$ cat src/rtl/fbr_pkg.sv
// Shared types and line-level constants for the feedback-register serial transmitter.
package fbr_pkg;

  typedef enum logic [2:0] {
    IDLE,
    START,
    DATA,
    PARITY,
    STOP
  } tx_state_t;

  localparam logic SER_IDLE  = 1'b1;
  localparam logic SER_START = 1'b0;

endpackage

$ cat src/rtl/fbr_bit_timer.sv
// Per-bit timer: counts 0..BIT_CYCLES-1 while run is high and pulses tick on terminal count.
module fbr_bit_timer #(
  parameter int BIT_CYCLES = 4
) (
  input  logic clk,
  input  logic reset,
  input  logic run,
  output logic tick
);

  localparam int TW = $clog2(BIT_CYCLES + 1);
  localparam logic [TW-1:0] TERM = TW'(BIT_CYCLES - 1);

  logic [TW-1:0] cnt_q, cnt_d;

  // With BIT_CYCLES=1 the counter is pinned at zero and tick simply follows run.
  always_comb begin
    tick  = run && (cnt_q == TERM);
    cnt_d = cnt_q;
    if (!run || tick) begin
      cnt_d = '0;
    end else begin
      cnt_d = cnt_q + TW'(1);
    end
  end

  always_ff @(posedge clk) begin
    if (reset) begin
      cnt_q <= '0;
    end else begin
      cnt_q <= cnt_d;
    end
  end

endmodule

$ cat src/rtl/fbr_serial_tx.sv
// Frames a parallel word as start/data(LSB first)/[parity]/stop on one serial line.
// Define FBR_TX_PARITY_EN to insert an even-parity bit between data and stop.
module fbr_serial_tx
  import fbr_pkg::*;
#(
  parameter int WIDTH      = 4,
  parameter int BIT_CYCLES = 4
) (
  input  logic             clk,
  input  logic             reset,
  input  logic [WIDTH-1:0] din,
  input  logic             din_valid,
  output logic             din_ready,
  output logic             ser_out,
  output logic             busy,
  output logic             done
);

  localparam int CW = $clog2(WIDTH + 1);
  localparam logic [CW-1:0] LAST_BIT = CW'(WIDTH - 1);

  tx_state_t        state_q, state_d;
  logic [WIDTH-1:0] shreg_q, shreg_d;
  logic [CW-1:0]    bit_cnt_q, bit_cnt_d;
  logic             ser_q, ser_d;
  logic             busy_q, busy_d;
  logic             done_q, done_d;
  logic             tick;
  logic [WIDTH-1:0] shreg_shifted;
`ifdef FBR_TX_PARITY_EN
  logic             par_q, par_d;
`endif

  fbr_bit_timer #(
    .BIT_CYCLES(BIT_CYCLES)
  ) u_timer (
    .clk  (clk),
    .reset(reset),
    .run  (state_q != IDLE),
    .tick (tick)
  );

  assign shreg_shifted = shreg_q >> 1;

  // ser_d always carries the value of the bit being entered, so the line is registered.
  always_comb begin
    state_d   = state_q;
    shreg_d   = shreg_q;
    bit_cnt_d = bit_cnt_q;
    ser_d     = ser_q;
    busy_d    = busy_q;
    done_d    = 1'b0;
`ifdef FBR_TX_PARITY_EN
    par_d     = par_q;
`endif
    unique case (state_q)
      IDLE: begin
        ser_d = SER_IDLE;
        if (din_valid) begin
          shreg_d   = din;
`ifdef FBR_TX_PARITY_EN
          par_d     = ^din;
`endif
          bit_cnt_d = '0;
          ser_d     = SER_START;
          busy_d    = 1'b1;
          state_d   = START;
        end
      end
      START: begin
        if (tick) begin
          ser_d     = shreg_q[0];
          bit_cnt_d = '0;
          state_d   = DATA;
        end
      end
      DATA: begin
        if (tick) begin
          shreg_d = shreg_shifted;
          if (bit_cnt_q == LAST_BIT) begin
`ifdef FBR_TX_PARITY_EN
            ser_d   = par_q;
            state_d = PARITY;
`else
            ser_d   = SER_IDLE;
            state_d = STOP;
`endif
          end else begin
            ser_d     = shreg_shifted[0];
            bit_cnt_d = bit_cnt_q + CW'(1);
          end
        end
      end
`ifdef FBR_TX_PARITY_EN
      PARITY: begin
        if (tick) begin
          ser_d   = SER_IDLE;
          state_d = STOP;
        end
      end
`endif
      STOP: begin
        if (tick) begin
          ser_d   = SER_IDLE;
          busy_d  = 1'b0;
          done_d  = 1'b1;
          state_d = IDLE;
        end
      end
      default: begin
        ser_d   = SER_IDLE;
        busy_d  = 1'b0;
        state_d = IDLE;
      end
    endcase
  end

  always_ff @(posedge clk) begin
    if (reset) begin
      state_q   <= IDLE;
      bit_cnt_q <= '0;
      ser_q     <= SER_IDLE;
      busy_q    <= 1'b0;
      done_q    <= 1'b0;
    end else begin
      state_q   <= state_d;
      bit_cnt_q <= bit_cnt_d;
      ser_q     <= ser_d;
      busy_q    <= busy_d;
      done_q    <= done_d;
    end
  end

  // Datapath registers carry no reset; their contents are only read after an accept.
  always_ff @(posedge clk) begin
    shreg_q <= shreg_d;
`ifdef FBR_TX_PARITY_EN
    par_q   <= par_d;
`endif
  end

  assign din_ready = (state_q == IDLE);
  assign ser_out   = ser_q;
  assign busy      = busy_q;
  assign done      = done_q;

endmodule

$ cat config.mk
export PLATFORM = sky130hd
export DESIGN_NAME = fbr_serial_tx
export DESIGN_NICKNAME = d
export VERILOG_FILES = /design/src/rtl/fbr_pkg.sv /design/src/rtl/fbr_bit_timer.sv /design/src/rtl/fbr_serial_tx.sv
export SDC_FILE = /design/constraint.sdc
export NUM_CORES = 1
export LEC_CHECK = 0
export CAP_MARGIN = 10
export CORE_ASPECT_RATIO = 0.9
export CORE_MARGIN = 1
export CORE_UTILIZATION = 36
export DETAILED_ROUTE_END_ITERATION = 7
export PLACE_DENSITY = 0.67
export SYNTH_ARGS = -nofsm -noshare
export SYNTH_HDL_FRONTEND = slang
export SYNTH_SLANG_ARGS = --single-unit
export TNS_END_PERCENT = 30
$ cat constraint.sdc
create_clock -name clk -period 1.83 [get_ports clk]
set_input_delay 0.366 -clock clk [delete_from_list [all_inputs] [get_ports clk]]
set_output_delay 0.366 -clock clk [all_outputs]
set_load 0.05 [all_outputs]
Word level (Yosys, flattened, before mapping). Index checks and enable logic that the tools add are counted. W data, S select, Z words.

Register bits: 16. Input port bits: 7. Output and inout port bits: 4. Word-level logic and storage cells: 60.

Add/subtract/negate cells: 2. Reductions and logical operators: 15. Bitwise operators: 2. Mux-type cells: 23. Eq/ne operators: 11.

Operators by type and width (number): $mux W3 (8); $ne A2 B2 Y1 const B (6); $pmux W3 S4 (1); $reduce_and A5 Y1 (2); $eq A3 B2 Y1 const B (3); $pmux W3 S3 (1); $reduce_and A3 Y1 (3); $mux W1 (8); $mux W4 (2); $pmux W4 S2 (1); $add A3 B1 Y3 const B (2); $reduce_bool A3 Y1 (2); $reduce_or A2 Y1 (3); $pmux W1 S4 (1); $eq A3 B1 Y1 const B (1); $eq A3 B3 Y1 const B (1); $logic_not A3 Y1 (1); $pmux W1 S3 (1); $not A1 Y1 (2); $reduce_bool A2 Y1 (1); $logic_and A1 B1 Y1 (1); $logic_not A1 Y1 (1); $logic_or A1 B1 Y1 (1).

Depth between registers and ports, before layout. Gate-level depths: netlist of the first run.

Word-level depth: 4. Mapped depth: 6. Gate-level depth less buffers: 5.

By module. A second synthesis of the first run with hierarchy kept.

Cell total of the unflattened synthesis: 85. Area total of the unflattened synthesis: 838.3 sq um.

Modules (own cells, without submodules): fbr_serial_tx (area each 711.9 sq um, instances 1, cells each 75, seq. area each 300.3 sq um); fbr_bit_timer (area each 126.4 sq um, instances 1, cells each 10, seq. area each 60.1 sq um).

Worst setup path after synthesis of the first run. OpenSTA, ideal clock, no wires.

Kind: register to register. From: register state_q[0]. To: register u_timer.cnt_q[0]. Data required time: 1.716 ns. Library setup time: 0.114 ns. Path slack: -0.264 ns. Cell stages (with the launch flop): 5. Buffers on the path: 1. Data arrival time: 1.980 ns. Period minus slack after synthesis: 2.094 ns. Path through: dfxtp_1 -> buf_2 -> nor3_1 -> or3_1 -> nor2_1.

Cells in the longest elaborated chain, start to end: 4. Elaborated cells between the ends (all ways): 5. Those cells by class: reduce/logical (5).

Ends and longest elaborated chain: start: declaration (line fbr_serial_tx.sv:22) `tx_state_t state_q, state_d;`; start signal: assignment (line fbr_serial_tx.sv:126) `state_q <= state_d;`; $reduce_bool A3 Y1 (*) (line fbr_serial_tx.sv:39) `.run (state_q != IDLE),`; $logic_not A1 Y1 or $logic_and A1 B1 Y1 (tied branches) (line fbr_bit_timer.sv:20, fbr_bit_timer.sv:18); $logic_or A1 B1 Y1 (*) (line fbr_bit_timer.sv:20) `if (!run || tick) begin`; $reduce_or A2 Y1 (no line) (*); end signal: assignment (line fbr_bit_timer.sv:31) `cnt_q <= cnt_d;`; end: declaration (line fbr_bit_timer.sv:14) `logic [TW-1:0] cnt_q, cnt_d;`.

Mark *: on every way between the ends. The rest lies on a longest branch, timed or not. A chain may end at the register's enable or synchronous reset.

Worst setup path in the final report of the first run.
From: register bit_cnt_q[0]. To: register bit_cnt_q[2].

Cells in the longest elaborated chain, start to end: 4. Elaborated cells between the ends (all ways): 7. Those cells by class: add/sub (1); eq/ne (2); mux (3); reduce/logical (1).

Ends and longest elaborated chain: start: declaration (line fbr_serial_tx.sv:24) `logic [CW-1:0] bit_cnt_q, bit_cnt_d;`; start signal: assignment (line fbr_serial_tx.sv:127) `bit_cnt_q <= bit_cnt_d;`; $add A3 B1 Y3 (line fbr_serial_tx.sv:90) `bit_cnt_d = bit_cnt_q + CW'(1);`; $mux W3 (line fbr_serial_tx.sv:80) `if (bit_cnt_q == LAST_BIT) begin`; $mux W3 (line fbr_serial_tx.sv:78) `if (tick) begin`; $pmux W3 S3 (line fbr_serial_tx.sv:56) `unique case (state_q)`.

Several ways; a longest one is shown, not always the timed one. The select of a mux whose other input is x is not followed.

==> results of run 1 <==
## per-stage QoR
| stage | instance area [µm²] | instances | hold WS [ns] | utilization | TNS [ns] |
|---|---|---|---|---|---|
| 2_1_floorplan | 853 | 87 | 0.399 | - | 0 |
| 3_3_place_gp | 1030 | 127 | 0.407 | 0.469 | -0.0173 |
| 3_5_place_dp | 1030 | 127 | 0.414 | 0.469 | -0.0537 |
| 4_1_cts | 1060 | 131 | 0.428 | 0.481 | 0 |
| 5_1_grt | 1070 | 131 | 0.450 | 0.488 | 0 |
| 6_report | 1070 | 131 | 0.423 | 0.488 | 0 |
## where the power goes
part           total, µW  switching [µW]  leakage (µW)  internal (µW)
Clock                204             119     0.0000150           84.9
Combinational        119            58.9      0.000255           60.0
Sequential           389            12.1      0.000136            377
Total                713             190      0.000406            522
## cell families (layout without fill, tap and decap cells)
family	Yosys count	in the layout	share of synthesized area
compound gates	15	15	0.137
xor+xnor	2	2	0.0207
fa+ha+maj	4	4	0.0590
buf+inv	14	31	0.0679
flops	16	16	0.425
mux	6	6	0.0767
simple gates	30	30	0.214
## registers in the layout, indices dropped and copies added (netlist names)
name and cells:
ser_out 1, done 1, busy 1, bit_cnt_q 3
state_q 3, shreg_q 4, u_timer.cnt_q 3
## what timing repair did
item | 4_1_cts | 5_1_grt
gates resized for setup | 0 | 3
setup buffers | 0 | 0
setup endpoints to repair | 0 | 5
hold buffers | 0 | 0
hold endpoints to repair | 0 | 0
## Yosys cell counts
master	instances	area [µm²]
nand4_1	1	6.26
or4bb_1	1	11.3
o311ai_1	1	8.76
edfxtp_1	4	120
xor2_1	1	8.76
nand3_1	2	10.0
a21boi_0	1	7.51
and2_1	1	6.26
nand2b_1	2	12.5
nor3_1	4	20.0
a221o_1	1	10.0
mux2_1	1	11.3
o211ai_2	1	12.5
nor2_1	6	22.5
o21ai_0	2	10.0
buf_2	4	20.0
nor4b_1	1	8.76
o2111ai_1	1	8.76
dfxtp_1	12	240
nor4_1	1	6.26
clkbuf_1	2	7.51
ha_1	4	50.1
nand2_1	1	3.75
mux2_2	3	33.8
xnor2_1	1	8.76
or4b_1	1	10.0
a211o_1	2	17.5
or3b_1	3	26.3
mux2i_1	2	20.0
or3_1	2	12.5
nor2b_1	3	18.8
or2_2	1	6.26
a211oi_1	3	22.5
a21oi_1	2	10.0
a2bb2oi_1	1	8.76
inv_1	8	30.0
## final timing paths
check | from | end | slack [ns] | cells after the start
worst max register to register | bit_cnt_q[0] | bit_cnt_q[2] | 0.06 | 5
worst max-delay path | bit_cnt_q[0] | bit_cnt_q[2] | 0.06 | 5
worst min-delay path | u_timer.cnt_q[0] | u_timer.cnt_q[0] | 0.42 | 1
worst min register to register | u_timer.cnt_q[0] | u_timer.cnt_q[0] | 0.42 | 1
## layout make-up
class	instances	area, µm²
clock buffers	4	26.3
flip-flops and latches	16	360
inverters	8	30.0
well taps	27	33.8
multi-input cells	57	450
fillers	221	1130
repair buffers	19	173
## layer usage
metal	up-vias	GRT usage	wire length, µm
met1	299	0.187	824
met5	-	0	0
met4	0	0.0316	0
li1	347	-	-
met3	0	0.0571	77
met2	16	0.253	741
==> summary.txt, run 1 <==
Status
  • Run status: finished clean

Timing
  • Unrepaired setup endpoints after global routing: no
  • Final worst path period need: 1.77 ns
  • Post-route fraction of the period consumed by the critical path: 0.968
  • Max Fclk: 565 MHz
  • Hold violation count in the final report: 0
  • Final setup violation count: 0
  • Worst-margin pin slew: 0.486 ns
  • Post-layout worst setup margin: 0.0592 ns
  • Slew HR: 0.675
  • Pins over their slew limit: 0
  • Worst Clk Skew: between 0.006 and 0.007 ns

Drt
  • Antenna violation net count after detailed routing: 0
  • Final WL: between 1500 and 2000 µm
  • Number of design rule violations left after detail routing: 0
  • Drt first pass iters: 4
  • Vias per cell: between 5 and 6
  • Violation count after the first detailed-route iteration: 11
  • Average wire per cell in the routed design: approximately 13 µm
  • Overall via count from detail_route: around 660

Synthesis
  • Net count after synthesis: between 90 and 100
  • Sequential share of the synthesized area: 0.425
  • Mapped cell area: approximately 850 µm²
  • Mapped Cells: 87
  • Number of distinct standard cells referenced by the synthesized netlist: 36
  • Number of warnings issued by yosys: 0
  • Average footprint of a synthesized cell: roughly 9.8 µm²
  • FF+latch count, synth: 16

Clock tree
  • Register clock-pin slew on the reported worst setup and hold paths: approximately 0.1 ns
  • Number of levels in the clock H-tree: 1
  • Clock sink total: 16
  • Cts bufs inserted: 3
  • Root Buffer Master: clkbuf_4
  • Later-pin clock latency in the skew report: slightly below 0.3 ns
  • Clock tree from TritonCTS: yes
  • Number of buffers on the longest clock path: 2

Placed design
  • Number of buffers added on ports: 10
  • HPWL after DPL: around 1100 µm
  • Placer congestion estimate: approximately 0.8
  • Post-placement setup slack: -0.0537 ns

Finish
  • Net count reported at finish: 116
  • Commonest cells after routing, fill and taps aside: 12 x dfxtp_1, 11 x buf_4, 8 x inv_1, 7 x clkdlybuf4s50_1, 6 x nor2_1
  • Share of post-route cells with drive strength above 1: 0.221
  • N_diodes: 0
  • Layout overhead on the synthesized area: 26.5%
  • Most frequent standard cell in the layout excluding fill and tap cells: dfxtp_1

Floorplanning
  • Std cell rows: 16
  • Die height: 48.1 µm
  • Total die area: around 2600 µm²
  • Initial core utilization: 0.385
  • Horizontal die dimension: approximately 53 µm
  • Placeable Area: 2200 µm²
  • Number of top-level pins: 11

Worst setup path
  • CP bufs+invs: 0
  • Startpoint type of the worst setup path: register
  • Required time at the endpoint of the critical path: between 2 and 2.5 ns
  • Cell type group with the largest total delay on the critical path: simple AND/OR/NAND/NOR gates
  • Crit path max-delay cell type: or3b_4
  • Sort of element at the end of the critical path: register
  • Max Fanout on Critical Path: 4
  • Path type of the worst setup path: register to register
  • Signal arrival time at the worst endpoint: about 2 ns
  • Stage delay of the slowest cell on the critical path: around 0.40 ns
  • List of cells traversed by the critical path: ha_1, ha_1, or3b_4, o211ai_2, mux2_1
  • Cell mode on critical path: ha_1

Hold path
  • Path category of the worst min-delay check: register to register

Global routing
  • Maximum number of pins on one net before global-route repair: 15
  • Final global-route overflow total: 0
  • First-pass GRT wire length: ~2700 µm
  • All-layer global routing usage: 0.151
  • Initial antenna violation count: 0
  • Number of global-route vias before repair: slightly below 600

Power and ir drop
  • Total power per unit cell area: between 600 and 700 nW/µm²
  • Leakage power: a little over 0.0004 µW
  • Overall power: roughly 700 µW
  • Peak ir drop on the vdd network: 0.633 mV

Flow run
  • Max Cap Viol: 0
Note: power is estimated with default switching activity, not from simulation.
==> run 2, diff against run 1 <==
--- a/config.mk
+++ b/config.mk
@@ -9,8 +9,10 @@
 export CORE_ASPECT_RATIO = 0.9
 export CORE_MARGIN = 1
 export CORE_UTILIZATION = 36
+export CTS_BUF_LIST = sky130_fd_sc_hd__clkbuf_4 sky130_fd_sc_hd__clkbuf_8
 export DETAILED_ROUTE_END_ITERATION = 7
-export PLACE_DENSITY = 0.67
+export PLACE_DENSITY = 0.63
+export SKIP_CTS_REPAIR_TIMING = 1
 export SYNTH_ARGS = -nofsm -noshare
 export SYNTH_HDL_FRONTEND = slang
 export SYNTH_SLANG_ARGS = --single-unit
==> run 2 against run 1 <==
Core utilization decreased by 0.85 points. Count of clock-buffer cells in the layout decreased by 1. Global-route usage decreased by 0.23 points. Fmax decreased by 0.26%. Final cell count decreased by 1.5%. Non-clock buffer count decreased by 1. Wire length increased by 3.8%. Largest cell class unchanged. Largest power group unchanged.
==> summary.txt, run 2 (same netlist as run 1, synthesis figures left out) <==
Status
  • Run status: finished clean

Drt
  • Final WL: approximately 1700 µm
  • Average wire per cell in the routed design: between 10 and 15 µm
  • Violation count after the first detailed-route iteration: 16
  • Routed length on met2: 743 µm
  • Met3 layer wire length in the routed design: ~61 µm
  • Number of design rule violations left after detail routing: 0
  • Top metal layer carrying routed signals: met3
  • Wire length on met1: ~900 µm
  • Vias per cell: approximately 5.2
  • Overall via count from detail_route: about 670
  • Antenna violation net count after detailed routing: 0
  • Drt first pass iters: 4

Timing
  • Final worst path period need: around 1.8 ns
  • Worst-margin pin slew: roughly 0.49 ns
  • Worst Clk Skew: between 0.006 and 0.007 ns
  • Max Fclk: approximately 560 MHz
  • Slew HR: 0.671
  • Final setup violation count: 0
  • Post-layout worst setup margin: around 0.055 ns
  • Hold violation count in the final report: 0
  • Pins over their slew limit: 0
  • Post-route fraction of the period consumed by the critical path: 0.970
  • Unrepaired setup endpoints after global routing: no

Placed design
  • Post-placement setup slack: -0.0645 ns
  • Cells after DPL: between 100 and 150
  • Placer congestion estimate: approximately 0.84
  • Number of buffers added on ports: 10
  • HPWL after DPL: 1220 µm

Power and ir drop
  • Net switching share of the total power: 0.264
  • Portion of total power attributed to sequential cells: 0.555
  • Clock share of power: 0.273
  • Portion of total power attributed to combinational logic: 0.172
  • Switching power of the nets: 184 µW
  • Leakage power: roughly 0.0004 µW
  • Peak ir drop on the vdd network: about 0.35 mV
  • Total power per unit cell area: between 600 and 700 nW/µm²
  • P_int: roughly 500 µW

Floorplanning
  • Initial core utilization: 0.385
  • Number of top-level pins: 11
  • Placeable Area: 2200 µm²
  • Total die area: between 2000 and 3000 µm²
  • Horizontal die dimension: about 53 µm
  • Die height: 48.1 µm
  • Std cell rows: 16

Worst setup path
  • Max Fanout on Critical Path: 4
  • Sort of element at the end of the critical path: register
  • Path type of the worst setup path: register to register
  • Signal arrival time at the worst endpoint: slightly below 2 ns
  • Startpoint type of the worst setup path: register
  • Required time at the endpoint of the critical path: 2.01 ns

Finish
  • Layout overhead on the synthesized area: 24.3%
  • Net count reported at finish: approximately 120
  • Commonest cells after routing, fill and taps aside: 11 x dfxtp_1, 10 x buf_4, 8 x inv_1, 7 x clkdlybuf4s50_1, 6 x nor2_1
  • Layout fillers: ~210
  • Largest Register: shreg_q
  • Most frequent standard cell in the layout excluding fill and tap cells: dfxtp_1
  • Fin cells: 129
  • Share of post-route cells with drive strength above 1: 0.225
  • N_diodes: 0
  • Number of flip-flops in the largest register: 4

Flow run
  • Max Cap Viol: 0

Global routing
  • Initial antenna violation count: 0
  • Maximum number of pins on one net before global-route repair: 13
  • First-pass GRT wire length: 2560 µm
  • Number of global-route vias before repair: roughly 540
  • All-layer global routing usage: 0.148
  • Final global-route overflow total: 0

Clock tree
  • Later-pin clock latency in the skew report: roughly 0.29 ns
  • Number of levels in the clock H-tree: 1
  • Clock tree from TritonCTS: yes
  • Number of buffers on the longest clock path: 2
  • Cts bufs inserted: 3
  • Clock sink total: 16
  • Register clock-pin slew on the reported worst setup and hold paths: about 0.1 ns
  • Root Buffer Master: clkbuf_4

Hold path
  • Path category of the worst min-delay check: register to register
## run 2: changes by cell type in the layout (fill, tap and decap cells not counted), sizes merged
cell / previous run / this run
buf: 12 / 11
clkbuf: 4 / 3
## run 2: worst max-delay path, cell delays in order, from the launching register on
cell       delay, ns
dfxtp_1         0.34
ha_1            0.20
ha_1            0.21
or3b_4          0.41
a2bb2oi_1       0.16
a221o_1         0.36
## run 2: worst paths after layout
check                   start          endpoint  slack [ns]  cells past startpoint
max              bit_cnt_q[0]           ser_out        0.05                      5
max reg2reg      bit_cnt_q[0]           ser_out        0.05                      5
min reg2reg  u_timer.cnt_q[0]  u_timer.cnt_q[0]        0.41                      1
min          u_timer.cnt_q[0]  u_timer.cnt_q[0]        0.41                      1
## run 2: final cells by class
type | instances | area [µm²] | share of cell area
Tap cell | 27 | 33.8 | 0.0320
Clock buffer | 3 | 22.5 | 0.0214
Timing Repair Buffer | 18 | 165 | 0.157
Sequential cell | 16 | 362 | 0.343
Inverter | 8 | 30.0 | 0.0285
Multi-Input combinational cell | 57 | 442 | 0.419
## run 2: power groups by stage
| stage | Combinational, µW | Clock, µW | Sequential (µW) |
|---|---|---|---|
| after global routing | 127 | 215 | 388 |
| final | 120 | 190 | 386 |
| after CTS | 120 | 197 | 386 |
| after floorplan | 56.4 | 0 | 407 |
| after detailed placement | 120 | 0 | 394 |
| after global placement | 118 | 0 | 394 |
## run 2: stage by stage
step           cell area, µm²  power, µW  hold slack (ns)   util  setup TNS, ns
4_1_cts                  1050        702            0.440  0.476       -0.00669
3_3_place_gp             1020        512            0.408  0.465        -0.0160
3_5_place_dp             1020        513            0.426  0.465        -0.0645
5_1_grt                  1050        730            0.438  0.479              0
2_1_floorplan             853        464            0.399      -              0
6_report                 1050        696            0.407  0.479              0
## run 2: layer usage
| layer | GRT usage | vias up |
|---|---|---|
| met2 | 0.200 | 11 |
| met3 | 0.0698 | 0 |
| li1 | - | 343 |
| met1 | 0.212 | 320 |
| met5 | 0 | - |
| met4 | 0.0316 | 0 |
==> patch 1, RTL diff (settings of run 1) <==
`BIT_CYCLES` is set to 4 in 2 places; all go to 8.
--- a/src/rtl/fbr_bit_timer.sv
+++ b/src/rtl/fbr_bit_timer.sv
@@ -2,3 +2,3 @@
 module fbr_bit_timer #(
-  parameter int BIT_CYCLES = 4
+  parameter int BIT_CYCLES = 8
 ) (
--- a/src/rtl/fbr_serial_tx.sv
+++ b/src/rtl/fbr_serial_tx.sv
@@ -6,3 +6,3 @@
   parameter int WIDTH      = 4,
-  parameter int BIT_CYCLES = 4
+  parameter int BIT_CYCLES = 8
 ) (
Function: changed (a bounded check fails within 10 cycles, from zero or initial values and one cycle with reset high).
==> patch 1 against run 1 <==
Sequential power is 5.4% higher. Area after synthesis shrank 1.9%. Highest routed layer unchanged. Worst setup slack worse by 0.052 ns. Power is 2.9% higher. Clock skew shrank 0.0027 ns. First-iteration DRC count stayed put. Non-clock buffer count up 2. Fmax fell by 2.9%. Routed wire length grew 20%. Sequential cell count up 1. Final cell count is 6.9% higher. Design area grew 4.1%. Critical path depth is 1 higher.
==> patch 1: results (changes against run 1) <==
Parameter                              Value

Synth
  Net Count, Synth ... 102 (was 98)
  Mean cell area of the mapped netlist ... 9.044 um2 (was 9.751 um2)
  Leading post-synthesis cells by cell area ... sky130_fd_sc_hd__dfxtp_1, sky130_fd_sc_hd__edfxtp_1, sky130_fd_sc_hd__nand2_1 (was sky130_fd_sc_hd__dfxtp_1, sky130_fd_sc_hd__edfxtp_1, sky130_fd_sc_hd__ha_1)
  Parity-gate share of the synthesized area counting xor and xnor cells ... 3.158% (was 2.065%)
  Top cell types by occurrence after synthesis ... sky130_fd_sc_hd__dfxtp_1, sky130_fd_sc_hd__nand2_1, sky130_fd_sc_hd__nor2_1 (was sky130_fd_sc_hd__dfxtp_1, sky130_fd_sc_hd__inv_1, sky130_fd_sc_hd__nor2_1)
  Post-synthesis sequential area ratio ... 45.71% (was 42.48%)
  Multiplexer share of the synthesized area ... 1.203% (was 7.670%)
  Post-Synth Adder-Cell Area ... 4.511% (was 5.900%)
  Library cells used by synthesis ... 35 (was 36)
  Synthesized-area fraction occupied by ao, oa, aoi and oai cells ... 15.19% (was 13.72%)

Global route
  Global-route wire length before repair ... 3.105 mm (was 2.677 mm)
  Total Routing Usage GR ... 17.63% (was 15.07%)
  Vias in the first global route ... 700 (was 590)
  Pin count of the biggest net entering global routing ... 12 (was 15)

Setup path
  End of the worst register-to-register path ... bit_cnt_q[0]$_SDFFE_PP0P_ (was bit_cnt_q[2]$_SDFFE_PP0P_)
  Maximum fanout count along the critical path ... 2 (was 4)
  Signal arrival time at the worst endpoint ... 2.05 ns (was 1.96 ns)

Timing
  Worst hold margin ... 0.4537 ns (was 0.4231 ns)
  Post-route clock skew ... 0.003444 ns (was 0.006172 ns)
  Worst slew pin tran ... 0.6066 ns (was 0.4858 ns)

Routing
  Wire length on met1 ... 919 um (was 824 um)
  Average wire length per cell after detail routing ... 14.09 um (was 12.54 um)
  Met2 WL post-DR ... 973 um (was 741 um)
  Detailed-route via count ... 748 (was 662)
  Total length of routed met3 wires ... 80 um (was 77 um)

Power
  Leakage Power ... 0.4391 nW (was 0.4056 nW)
  Proportion of total power due to net switching ... 27.70% (was 26.72%)
  Largest voltage drop on the vdd net ... 0.5330 mV (was 0.6334 mV)
  Fraction of power consumed by sequential logic ... 55.9% (was 54.7%)

Final layout
  Fraction of layout cells with a size suffix above 1 ... 23.89% (was 22.12%)
  Number of inserted filler cells in the final layout ... 216 (was 221)
  Top flop regs ... shreg_q: 4 flops, u_timer.cnt_q: 4 flops

Place
  Detailed Place HPWL ... 1.423 mm (was 1.147 mm)
  Area after detailed placement ... 1049 um2 (was 1032 um2)
  Placed cell count ... 136 (was 127)
  Weighted congestion at the end of routability-driven global placement ... 0.7639 (was 0.7973)
  Post-Place Worst Slack ... -0.06547 ns (was -0.05368 ns)

Run status
  Result of the run ... completed (unchanged)

Die
  Initial Util ... 38.13% (was 38.52%)
-- patch 1: cell types whose count changed in the layout (fill, tap and decap cells not counted), moves of 3 or more --
cell,change
sky130_fd_sc_hd__nand3b_1,+3
sky130_fd_sc_hd__nand2_1,+12
sky130_fd_sc_hd__ha_1,-3
sky130_fd_sc_hd__dfxtp_2,+3
sky130_fd_sc_hd__inv_1,-4
sky130_fd_sc_hd__mux2_2,-3
-- patch 1: timing repair --
item,4_1_cts,5_1_grt
gates resized for setup,3,7
setup endpoints to repair,3,5
pin swaps,4,0
hold buffers,0,0
endpoints found under the hold margin,0,0
-- patch 1: critical path, cell delays in order, from the launching register on --
cell,delay [ns]
sky130_fd_sc_hd__dfxtp_2,0.35
sky130_fd_sc_hd__ha_4,0.16
sky130_fd_sc_hd__ha_4,0.15
sky130_fd_sc_hd__or3b_4,0.39
sky130_fd_sc_hd__a211o_1,0.29
sky130_fd_sc_hd__a211o_1,0.28
sky130_fd_sc_hd__a21oi_2,0.13
-- patch 1: how the worst max path moves through the flow --
| stage | depth (start not counted) | from | slack (ns) | end |
|---|---|---|---|---|
| final | 6 | bit_cnt_q[0]$_SDFFE_PP0P_ | 0.007 | bit_cnt_q[0]$_SDFFE_PP0P_ |
| after detailed placement | 6 | bit_cnt_q[0]$_SDFFE_PP0P_ | -0.07 | bit_cnt_q[0]$_SDFFE_PP0P_ |
| after floorplan | 6 | bit_cnt_q[0]$_SDFFE_PP0P_ | -0.03 | bit_cnt_q[0]$_SDFFE_PP0P_ |
| after global routing | 6 | bit_cnt_q[0]$_SDFFE_PP0P_ | -0.02 | bit_cnt_q[0]$_SDFFE_PP0P_ |
| after CTS | 6 | bit_cnt_q[0]$_SDFFE_PP0P_ | -0.02 | bit_cnt_q[1]$_SDFFE_PP0P_ |
| after global placement | 6 | bit_cnt_q[0]$_SDFFE_PP0P_ | 0.007 | bit_cnt_q[0]$_SDFFE_PP0P_ |
-- patch 1: final cells by class --
type | count | area [um2] | area share, %
Clock buffer | 3 | 22.52 | 2.016
Clock inverter | 1 | 7.507 | 0.6719
Inverter | 4 | 15.01 | 1.344
Multi-Input combinational cell | 67 | 464.2 | 41.55
Sequential cell | 17 | 384.1 | 34.38
Tap cell | 27 | 33.78 | 3.024
Timing Repair Buffer | 21 | 190.2 | 17.02
-- patch 1: routing by layer --
layer	track usage, %	vias to the layer above
li1	-	373
met1	22.46	363
met2	29.87	12
met3	5.714	0
met4	3.158	0
met5	0	-
-- patch 1: power groups by stage --
stage	clock network (mW)	logic [mW]	registers [mW]
floorplan	0	0.0507	0.429
global placement	0	0.108	0.418
detailed placement	0	0.110	0.418
CTS	0.222	0.111	0.409
global route	0.242	0.120	0.412
finish	0.213	0.110	0.410
==> patch 2, RTL diff (settings of run 1) <==
Without the edit above. Re-encode `tx_state_t` (5 states) as one-hot, 5 bits wide.
--- a/src/rtl/fbr_pkg.sv
+++ b/src/rtl/fbr_pkg.sv
@@ -3,8 +3,8 @@
 
-  typedef enum logic [2:0] {
-    IDLE,
-    START,
-    DATA,
-    PARITY,
-    STOP
+  typedef enum logic [4:0] {
+    IDLE   = 5'b00001,
+    START  = 5'b00010,
+    DATA   = 5'b00100,
+    PARITY = 5'b01000,
+    STOP   = 5'b10000
   } tx_state_t;
Formal check against the unedited RTL: no difference found for any inputs over 10 cycles, from zero or initial values and one cycle with reset high; not proved beyond that.
==> patch 2 against run 1 <==
The flow now finishes with violations (design-rule violations). Hold slack better by 0.016 ns. Worst setup slack worse by 0.0046 ns. Sequential cell count up 1. Clock skew up 0.0026 ns. Fmax down 0.26%. Area after synthesis up 15%. Routed wire length up 20%. Synthesized cell count up 24%. Utilization up 0.65 points. Design area up 16%.
Power is not compared: it rests on default switching activity, and its combinational part moved more than twofold at a synthesized area within 25%.
==> patch 2: results (changes against run 1) <==
Parameter                              Value

Global route
  Vias in the first global route ... 728 (was 590)
  Global-route wire length before repair ... 3.201 mm (was 2.677 mm)
  Total Routing Usage GR ... 14.53% (was 15.07%)
  Pin count of the biggest net entering global routing ... 14 (was 15)

Final layout
  Fraction of layout cells with a size suffix above 1 ... 24.41% (was 22.12%)
  Number of inserted filler cells in the final layout ... 248 (was 221)

Place
  Detailed Place HPWL ... 1.474 mm (was 1.147 mm)
  Post-Place Worst Slack ... -0.007541 ns (was -0.05368 ns)
  Placed cell count ... 148 (was 127)
  Weighted congestion at the end of routability-driven global placement ... 0.8136 (was 0.7973)

Run status
  Failing checks ... design-rule violations
  Result of the run ... finished with violations (was completed)

Routing
  DR vias/cell ... 5.361 (was 5.053)
  Number of design-rule violations left by the first detailed-router iteration ... 24 (was 11)
  Final routed DRC violation total ... 2 (was 0)
  Detailed-route via count ... 831 (was 662)
  Number of detailed-route iterations in the first pass ... 6 (was 4)

Timing
  Slew HR ... 64.93% (was 67.51%)
  Period minus WS final ... 1.775 ns (was 1.771 ns)

Setup path
  Reg2Reg Depth ... 6 (was 5)
  Slowest cell delay on critical path ... 0.79 ns (was 0.40 ns)
  Endpoint of the worst setup timing path ... done (was bit_cnt_q[2]$_SDFFE_PP0P_)
  Signal arrival time at the worst endpoint ... 1.41 ns (was 1.96 ns)
  Highest-delay cell along the critical path ... sky130_fd_sc_hd__clkdlybuf4s50_1 (was sky130_fd_sc_hd__or3b_4)
  CP delay by family, top ... buffers and inverters (was simple AND/OR/NAND/NOR gates)
  End of the worst register-to-register path ... bit_cnt_q[0]$_SDFFE_PP0P_ (was bit_cnt_q[2]$_SDFFE_PP0P_)
  Maximum fanout count along the critical path ... 1 (was 4)
## patch 2: cell count changes after synthesis, moves of 4 or more
cell                       delta
sky130_fd_sc_hd__o21ai_0      +4
sky130_fd_sc_hd__a21oi_1      +4
sky130_fd_sc_hd__nand3b_1     +4
sky130_fd_sc_hd__nand2_1     +14
## patch 2: cell type report
class	count	area, um2	area share (%)
Clock buffer	4	26.28	2.119
Inverter	5	18.77	1.514
Multi-Input combinational cell	79	580.6	46.82
Sequential cell	17	384.1	30.98
Tap cell	28	35.03	2.825
Timing Repair Buffer	22	195.2	15.74
## patch 2: worst min-delay path by stage
stage,to,depth (start not counted),slack (ns),start
4_1_cts,u_timer.cnt_q[0]$_SDFF_PP0_,1,0.44,u_timer.cnt_q[0]$_SDFF_PP0_
3_3_place_gp,u_timer.cnt_q[0]$_SDFF_PP0_,1,0.41,u_timer.cnt_q[0]$_SDFF_PP0_
5_1_grt,u_timer.cnt_q[0]$_SDFF_PP0_,1,0.46,u_timer.cnt_q[0]$_SDFF_PP0_
3_5_place_dp,u_timer.cnt_q[0]$_SDFF_PP0_,1,0.43,u_timer.cnt_q[0]$_SDFF_PP0_
6_report,u_timer.cnt_q[0]$_SDFF_PP0_,1,0.44,u_timer.cnt_q[0]$_SDFF_PP0_
2_1_floorplan,u_timer.cnt_q[0]$_SDFF_PP0_,1,0.40,u_timer.cnt_q[0]$_SDFF_PP0_
## patch 2: kinds of logic after synthesis
group	Yosys count	share of synthesized area, %
adder cells (fa/ha/maj)	4	5.109
multiplexers	1	1.022
AND/OR/NAND/NOR	49	30.52
XOR/XNOR	3	2.682
buffers and inverters	12	6.641
AO/OA/AOI/OAI	22	15.20
flip-flops	17	38.83
## patch 2: metal layers
metal	vias up	global-route usage, %	share of wire, %
met5	-	0	0
met4	0	6.098	1.6
met3	5	5.473	4.7
met2	16	23.14	45
met1	386	17.70	49
li1	424	-	-
## patch 2: power groups by stage
stage,logic (mW),registers (mW),clock network (mW)
global placement,0.261,0.446,0
CTS,0.270,0.440,0.213
finish,0.288,0.440,0.203
global route,0.310,0.444,0.232
floorplan,0.161,0.464,0
detailed placement,0.264,0.448,0
## patch 2: stage by stage
| stage | cell area (um2) | hold WS [ns] | util (%) |
|---|---|---|---|
| after floorplan | 994.7 | 0.3991 | - |
| after global placement | 1156 | 0.4055 | 46.06 |
| after detailed placement | 1156 | 0.4311 | 46.06 |
| after CTS | 1192 | 0.4449 | 47.51 |
| after global routing | 1240 | 0.4645 | 49.40 |
| final | 1240 | 0.4389 | 49.40 |
## patch 2: timing repair
| action | CTS | global route |
|---|---|---|
| gates resized for setup | 2 | 7 |
| setup endpoints to repair | 1 | 3 |
| pin swaps | 1 | 3 |
| buffers inserted | 1 | 2 |
